--- src/rtl/cdc_event_handshake_tx.sv ---
// Send side of the fast->slow event-count handshake: counts event strobes
// and ships each count to the receive domain under a 4-phase req/ack.
module cdc_event_handshake_tx #(
    parameter int COUNT_W     = 8,
    parameter int SYNC_STAGES = 2
) (
    input  logic               in_clk_send,
    input  logic               in_reset_send,
    input  logic               in_event,
    input  logic               in_ack,
    input  logic               in_clear_overflow,
    output logic               out_req,
    output logic [COUNT_W-1:0] out_count,
    output logic               out_busy,
    output logic               out_overflow
);

    typedef enum logic [1:0] {
        IDLE,
        REQ,
        RELEASE
    } state_t;

    localparam logic [COUNT_W-1:0] ACC_MAX = '1;

    state_t                 state;
    logic [SYNC_STAGES-1:0] sync;
    logic [COUNT_W-1:0]     acc;
    logic                   ack_s;
    logic                   launch;
    logic                   acc_full;
    logic                   drop;

    assign ack_s    = sync[SYNC_STAGES-1];
    assign launch   = (state == IDLE) && (acc != '0);
    assign acc_full = (acc == ACC_MAX);
    // The event on a launch cycle goes to the next transfer, so it never drops.
    assign drop     = in_event && !launch && acc_full;

    always_ff @(posedge in_clk_send or posedge in_reset_send) begin
        if (in_reset_send) begin
            sync <= '0;
        end else begin
            sync <= {sync[SYNC_STAGES-2:0], in_ack};
        end
    end

    always_ff @(posedge in_clk_send or posedge in_reset_send) begin
        if (in_reset_send) begin
            acc <= '0;
        end else if (launch) begin
            acc <= {{(COUNT_W-1){1'b0}}, in_event};
        end else if (in_event && !acc_full) begin
            acc <= acc + COUNT_W'(1);
        end
    end

    // A drop in the same cycle as a clear keeps the flag set.
    always_ff @(posedge in_clk_send or posedge in_reset_send) begin
        if (in_reset_send) begin
            out_overflow <= 1'b0;
        end else if (drop) begin
            out_overflow <= 1'b1;
        end else if (in_clear_overflow) begin
            out_overflow <= 1'b0;
        end
    end

    always_ff @(posedge in_clk_send or posedge in_reset_send) begin
        if (in_reset_send) begin
            state     <= IDLE;
            out_req   <= 1'b0;
            out_busy  <= 1'b0;
            out_count <= '0;
        end else begin
            unique case (state)
                IDLE: begin
                    if (launch) begin
                        out_count <= acc;
                        out_req   <= 1'b1;
                        out_busy  <= 1'b1;
                        state     <= REQ;
                    end
                end
                REQ: begin
                    if (ack_s) begin
                        out_req <= 1'b0;
                        state   <= RELEASE;
                    end
                end
                RELEASE: begin
                    if (!ack_s) begin
                        out_busy <= 1'b0;
                        state    <= IDLE;
                    end
                end
                default: begin
                    out_req  <= 1'b0;
                    out_busy <= 1'b0;
                    state    <= IDLE;
                end
            endcase
        end
    end

endmodule

--- config.mk ---
export PLATFORM = sky130hd
export DESIGN_NAME = cdc_event_handshake_tx
export DESIGN_NICKNAME = d
export VERILOG_FILES = /design/src/rtl/cdc_event_handshake_tx.sv
export SDC_FILE = /design/constraint.sdc
export NUM_CORES = 1
export LEC_CHECK = 0
export ABC_AREA = 0
export CORE_MARGIN = 8
export CORE_UTILIZATION = 35
export CTS_CLUSTER_SIZE = 16
export DETAILED_ROUTE_END_ITERATION = 12
export GPL_ROUTABILITY_DRIVEN = 0
export SYNTH_ARGS = -nofsm -noshare
export SYNTH_HDL_FRONTEND = slang
export SYNTH_SLANG_ARGS = --single-unit
--- constraint.sdc ---
create_clock -name in_clk_send -period 3.5 [get_ports in_clk_send]
set_clock_uncertainty 0.1 [all_clocks]
set_input_delay 0.7 -clock in_clk_send [delete_from_list [all_inputs] [get_ports in_clk_send]]
set_output_delay 0.7 -clock in_clk_send [all_outputs]
set_load 0.03 [all_outputs]
==> results of run 1 <==
## cell families after synthesis
family / Yosys count / synth area share [%]
and+or+nand+nor: 47 / 21.1
DFF: 23 / 54.5
AOI/OAI and AO/OA: 20 / 14.5
buffers and inverters: 11 / 4.98
xor gates and xnor gates: 2 / 1.66
adders and majority gates: 2 / 2.37
muxes: 1 / 0.948
## worst reg2reg max path: stages (launching register included)
cell,delay (ns)
dfrtp_1,0.45
inv_1,0.09
ha_1,0.13
or4b_4,0.47
o41ai_4,0.76
a21boi_1,0.14
o221a_1,0.27
## metrics by stage
stage / worst slack, ns / util [%]
after floorplan: 1.49 / -
after global placement: 1.11 / 41.2
after detailed placement: 1.01 / 41.2
after CTS: 0.996 / 42.2
after global routing: 0.811 / 42.2
final: 0.975 / 42.2
## synthesized netlist by cell type
cell type,count,area [um^2]
a21boi_1,1,7.51
o41a_1,1,11.3
a21oi_1,1,5.00
nor3b_1,1,7.51
nand4_1,2,12.5
nor4bb_1,1,10.0
nor2_1,9,33.8
dfrtp_1,23,576
xnor2_1,1,8.76
or4b_4,1,13.8
buf_6,1,11.3
a31oi_1,3,18.8
xor2_1,1,8.76
inv_1,6,22.5
ha_1,2,25.0
buf_4,1,7.51
a41o_1,1,10.0
a211oi_1,1,7.51
o21ai_0,9,45.0
mux2i_1,1,10.0
o221a_1,1,11.3
nand2_1,24,90.1
nand4b_1,1,8.76
or2_2,1,6.26
a22o_1,1,8.76
clkbuf_1,3,11.3
nand3_1,3,15.0
and4_1,1,8.76
and2_1,1,6.26
nor3_1,2,10.0
o41ai_4,1,27.5
## path summary, 6_finish.rpt
kind | startpoint | to | slack [ns] | cells after the start
worst min register to register | sync[0]$_DFF_PP0_ | sync[1]$_DFF_PP0_ | 0.26 | 0
max in group asynchronous | in_reset_send | acc[7]$_DFFE_PP0P_ | 2.04 | 2
worst max-delay path | acc[0]$_DFFE_PP0P_ | acc[0]$_DFFE_PP0P_ | 0.97 | 6
min in group asynchronous | in_reset_send | state[0]$_DFFE_PP0P_ | 0.74 | 2
worst min-delay path | sync[0]$_DFF_PP0_ | sync[1]$_DFF_PP0_ | 0.26 | 0
worst max register to register | acc[0]$_DFFE_PP0P_ | acc[0]$_DFFE_PP0P_ | 0.97 | 6
## routing by layer
metal	part of all wire (%)	vias to the layer above	global-route usage, %
met4	1.7	0	4.16
met3	4.6	5	3.81
li1	-	393	-
met5	0	-	0
met1	49	394	11.2
met2	45	15	13.5
## sequential cells by signal, summed over array words and instances, names as in the netlist
signal and cells:
acc 8, out_busy 1, out_count 8, out_overflow 1, out_req 1, state 2, sync 2
## power groups by stage
stage	clock network, mW	registers, mW	logic, mW
5_1_grt	0.139	0.394	0.409
3_5_place_dp	0	0.390	0.369
4_1_cts	0.133	0.384	0.370
3_3_place_gp	0	0.385	0.362
2_1_floorplan	0	0.427	0.218
6_report	0.126	0.384	0.365
## area by class of cell
class / count / share of cell area (%)
Multi-Input combinational cell: 72 / 34.4
Timing Repair Buffer: 15 / 12.1
Sequential cell: 23 / 46.2
Tap cell: 33 / 3.32
Inverter: 6 / 1.81
Clock buffer: 3 / 1.81
Clock inverter: 1 / 0.402
==> flow_summary.ini, run 1 <==
[clock_tree]
cts.sinks = 23
hold_buffers = 0
cts_setup_buffers = 0
root_buffer = clkbuf_4
clkLatencyLatePin_ns = 0.32
ctsResizeCount = 0
h-tree-depth = 1
cts_tree = yes
cts.clk_slew.worst_paths_ns = 0.13
clockBufferDepth = 2
cts_inserted_buffers = 3

[floorplan]
die_h_um = 70.9
die_w_um = 70.9
core_area_um2 = 2950
die_area_um2 = 5030
rows = 20
start_util_pct = 35.8
io_pins = 16

[drt]
vias_per_cell = 5.27
drt_iter0_drc = 50
ant_nets = 0
routed_wl_um = 2180
wl_per_cell_um = 14.2
drc = 0
vias = 807
dr.pass1.iters = 4

[synth]
syn_avg_cell_area_um2 = 9.96
synth_cell_types = 31
syn_nets = 113
synthesis.instances = 106
syn_area_um2 = 1060
synth_warnings = 0
yosysSeqAreaShare_pct = 54.5
synth_seq_cells = 23

[cells_and_area]
most-common-layout-cells = nand2_1 (24), dfrtp_1 (23), clkdlybuf4s50_1 (15)
area_delta_synth_final_pct = 17.9
diodes = 0
multi_input_area_um2 = 428
drive_above_1_share_pct = 5.83
stdcell_area_um2 = 1240
final_common_cell = nand2_1
nFillCells = 303
finalNetCount = 128
fin_cells = 153
seq_area_um2 = 576

[power]
cellPowerDensity_nw_per_um2 = 703
p_sw_mw = 0.362
clkPwrFrac_pct = 14.4
seqPwrFrac_pct = 43.9
p_leak_nw = 0.550
power_mw = 0.875
p_comb_share_pct = 41.7
p_int_mw = 0.513
ir_drop_mv = 0.360
switching_share_pct = 41.4

[sta]
worst_pin_slew_ns = 0.932
max_freq_ghz = 0.396
rsz0062_at_grt = false
finalHoldViolCount = 0
finalCritPeriodShare_pct = 72.2
setup_viol = 0
relSlewSlack_pct = 37.7
min_period_ns = 2.53
drv_slew = 0
holdWs_ns = 0.262
timing.setup.tns_ns = 0

[setup_path]
cp.required_ns = 3.62
critPathMaxFanout = 19
crit_path_end_kind = register
cp.buffers_inverters = 1
cpPeakStageDelay_ns = 0.76
path_cells = inv_1, ha_1, or4b_4, o41ai_4, a21boi_1, o221a_1
crit_arrival_ns = 2.64
cp_top_family = compound AO/OA/AOI/OAI gates
cp-start-kind = register
critPathKind = reg -> reg
cpMaxStageDelayCell = o41ai_4

[placement]
placed_cell_area_um2 = 1220
port_buffers = 15
hpwl_um = 1550
dp_cells = 149

[grt]
grt_overflow_total = 0
grt_pass1_vias = 759
grt_max_degree = 24
grt_pass1_wl_um = 3650
antenna_found_initial = 0
grt.total_usage_pct = 9.11

[status]
outcome = finished, final reports clean

[worst_hold_path]
hp-class = reg -> reg

[flow_run]
cap_violations = 0
Power figures use the tool's default switching activity.
==> run 2, diff against run 1 <==
clock period = 2.2 ns   (was 3.5 ns; I/O delays follow)
==> run 2 against run 1 <==
Core utilization is 2.5 points higher. Register-to-register slack worse by 0.89 ns. First-iteration DRC count is 38% lower. Sequential cell count stayed put. Die area stayed put. Setup slack worse by 0.89 ns. Combinational power is 85% higher. Cell count is 6.5% higher. Sequential share of layout area is 2.6 points lower. Fmax is 19% higher. Worst hold slack better by 0.0054 ns.
==> flow_summary.ini, run 2 (synthesized netlist as in run 1, its figures left out) <==
[grt]
antenna_found_initial = 0
grt_overflow_total = 0
grt_pass1_wl_um = 3580
grt_pass1_vias = 818
grt_max_degree = 24
grt.total_usage_pct = 8.84

[clock_tree]
root_buffer = clkbuf_4
clockBufferDepth = 2
cts_tree = yes
clkLatencyLatePin_ns = 0.31
cts.clk_slew.worst_paths_ns = 0.13
h-tree-depth = 1
cts.sinks = 23
hold_buffers = 0
cts_inserted_buffers = 3

[worst_hold_path]
holdPathStages = 0
hp-class = reg -> reg

[sta]
rsz0062_at_grt = false
finalHoldViolCount = 0
worst_pin_slew_ns = 0.613
finalCritPeriodShare_pct = 96.1
min_period_ns = 2.11
setup_viol = 0
relSlewSlack_pct = 59.0
max_freq_ghz = 0.473
drv_slew = 0
timing.setup.tns_ns = 0

[floorplan]
die_w_um = 70.9
rows = 20
die_h_um = 70.9
start_util_pct = 35.8
die_area_um2 = 5030
io_pins = 16
core_area_um2 = 2950

[cells_and_area]
drive_above_1_share_pct = 14.6
finalNetCount = 138
reg.largest.list = acc: 8 flops, out_count: 8 flops
diodes = 0
area_delta_synth_final_pct = 25.0
most-common-layout-cells = nand2_1 (24), dfrtp_1 (23), clkdlybuf4s50_1 (15)
final_common_cell = nand2_1

[setup_path]
rr_worst_depth = 7
cp-start-kind = register
crit_arrival_ns = 2.23
crit_path_end_kind = register
cp.required_ns = 2.32
critPathKind = reg -> reg
critPathMaxFanout = 6

[drt]
drt_iter0_drc = 31
routed_wl_um = 2100
ant_nets = 0
wl_per_cell_um = 12.9
dr.pass1.iters = 4
drc = 0
vias = 836
vias_per_cell = 5.13

[placement]
hpwl_um = 1530
port_buffers = 15

[flow_run]
cap_violations = 0

[power]
ir_drop_mv = 0.677
cellPowerDensity_nw_per_um2 = 1120
p_leak_nw = 0.598
power_mw = 1.48

[status]
outcome = finished, final reports clean
[run 2: cell count changes in the layout (fill, tap and decap cells not counted), sizes merged]
cell / change
buf: +10
[run 2: cell type report]
class / instances / area, um^2
clock buffers: 3 / 22.5
flip-flops and latches: 23 / 576
multi-input cells: 72 / 428
well taps: 33 / 41.3
inverters: 6 / 22.5
repair buffers: 25 / 225
clock inverters: 1 / 5.00
fillers: 294 / 1630
[run 2: repair_timing]
item / in CTS / in global routing
endpoints found under the hold margin: 0 / 0
setup buffers: 0 / 4
resized for setup: 0 / 3
endpoints found under the setup margin: 0 / 3
[run 2: layer usage]
layer	global-route usage (%)	up-vias	part of all wire [%]
met4	3.23	0	1.7
met5	0	-	0
li1	-	410	-
met1	9.84	391	45
met3	3.39	4	6.9
met2	14.9	31	46
[run 2: path summary, 6_finish.rpt]
check / startpoint / to / slack (ns)
worst max-delay path: acc[0]$_DFFE_PP0P_ / acc[0]$_DFFE_PP0P_ / 0.09
worst min-delay path: sync[0]$_DFF_PP0_ / sync[1]$_DFF_PP0_ / 0.27
worst max register to register: acc[0]$_DFFE_PP0P_ / acc[0]$_DFFE_PP0P_ / 0.09
worst min register to register: sync[0]$_DFF_PP0_ / sync[1]$_DFF_PP0_ / 0.27
max in group asynchronous: in_reset_send / acc[4]$_DFFE_PP0P_ / 1.43
min in group asynchronous: in_reset_send / out_overflow$_DFFE_PP0P_ / 0.34
[run 2: worst max-delay path, stage by stage (launching register included)]
cell	delay, ns
dfrtp_1	0.44
inv_2	0.07
ha_1	0.13
or4b_4	0.48
o41ai_4	0.32
buf_4	0.19
a21boi_1	0.06
o221a_1	0.23
[run 2: through the flow]
| stage | hold WS, ns | instances | setup slack [ns] | utilization, % | instance area, um^2 |
|---|---|---|---|---|---|
| after floorplan | 0.231 | 106 | 0.188 | - | 1060 |
| after global placement | 0.238 | 155 | 0.162 | 42.8 | 1260 |
| after detailed placement | 0.236 | 155 | 0.115 | 42.8 | 1260 |
| after CTS | 0.264 | 159 | 0.0866 | 43.7 | 1290 |
| after global routing | 0.264 | 163 | 0.0124 | 44.7 | 1320 |
| final | 0.267 | 163 | 0.0852 | 44.7 | 1320 |
[run 2: power by group]
group          internal, mW  switching, mW
clock network        0.0680          0.132
logic                 0.311          0.364
registers             0.517         0.0910
total                 0.896          0.588
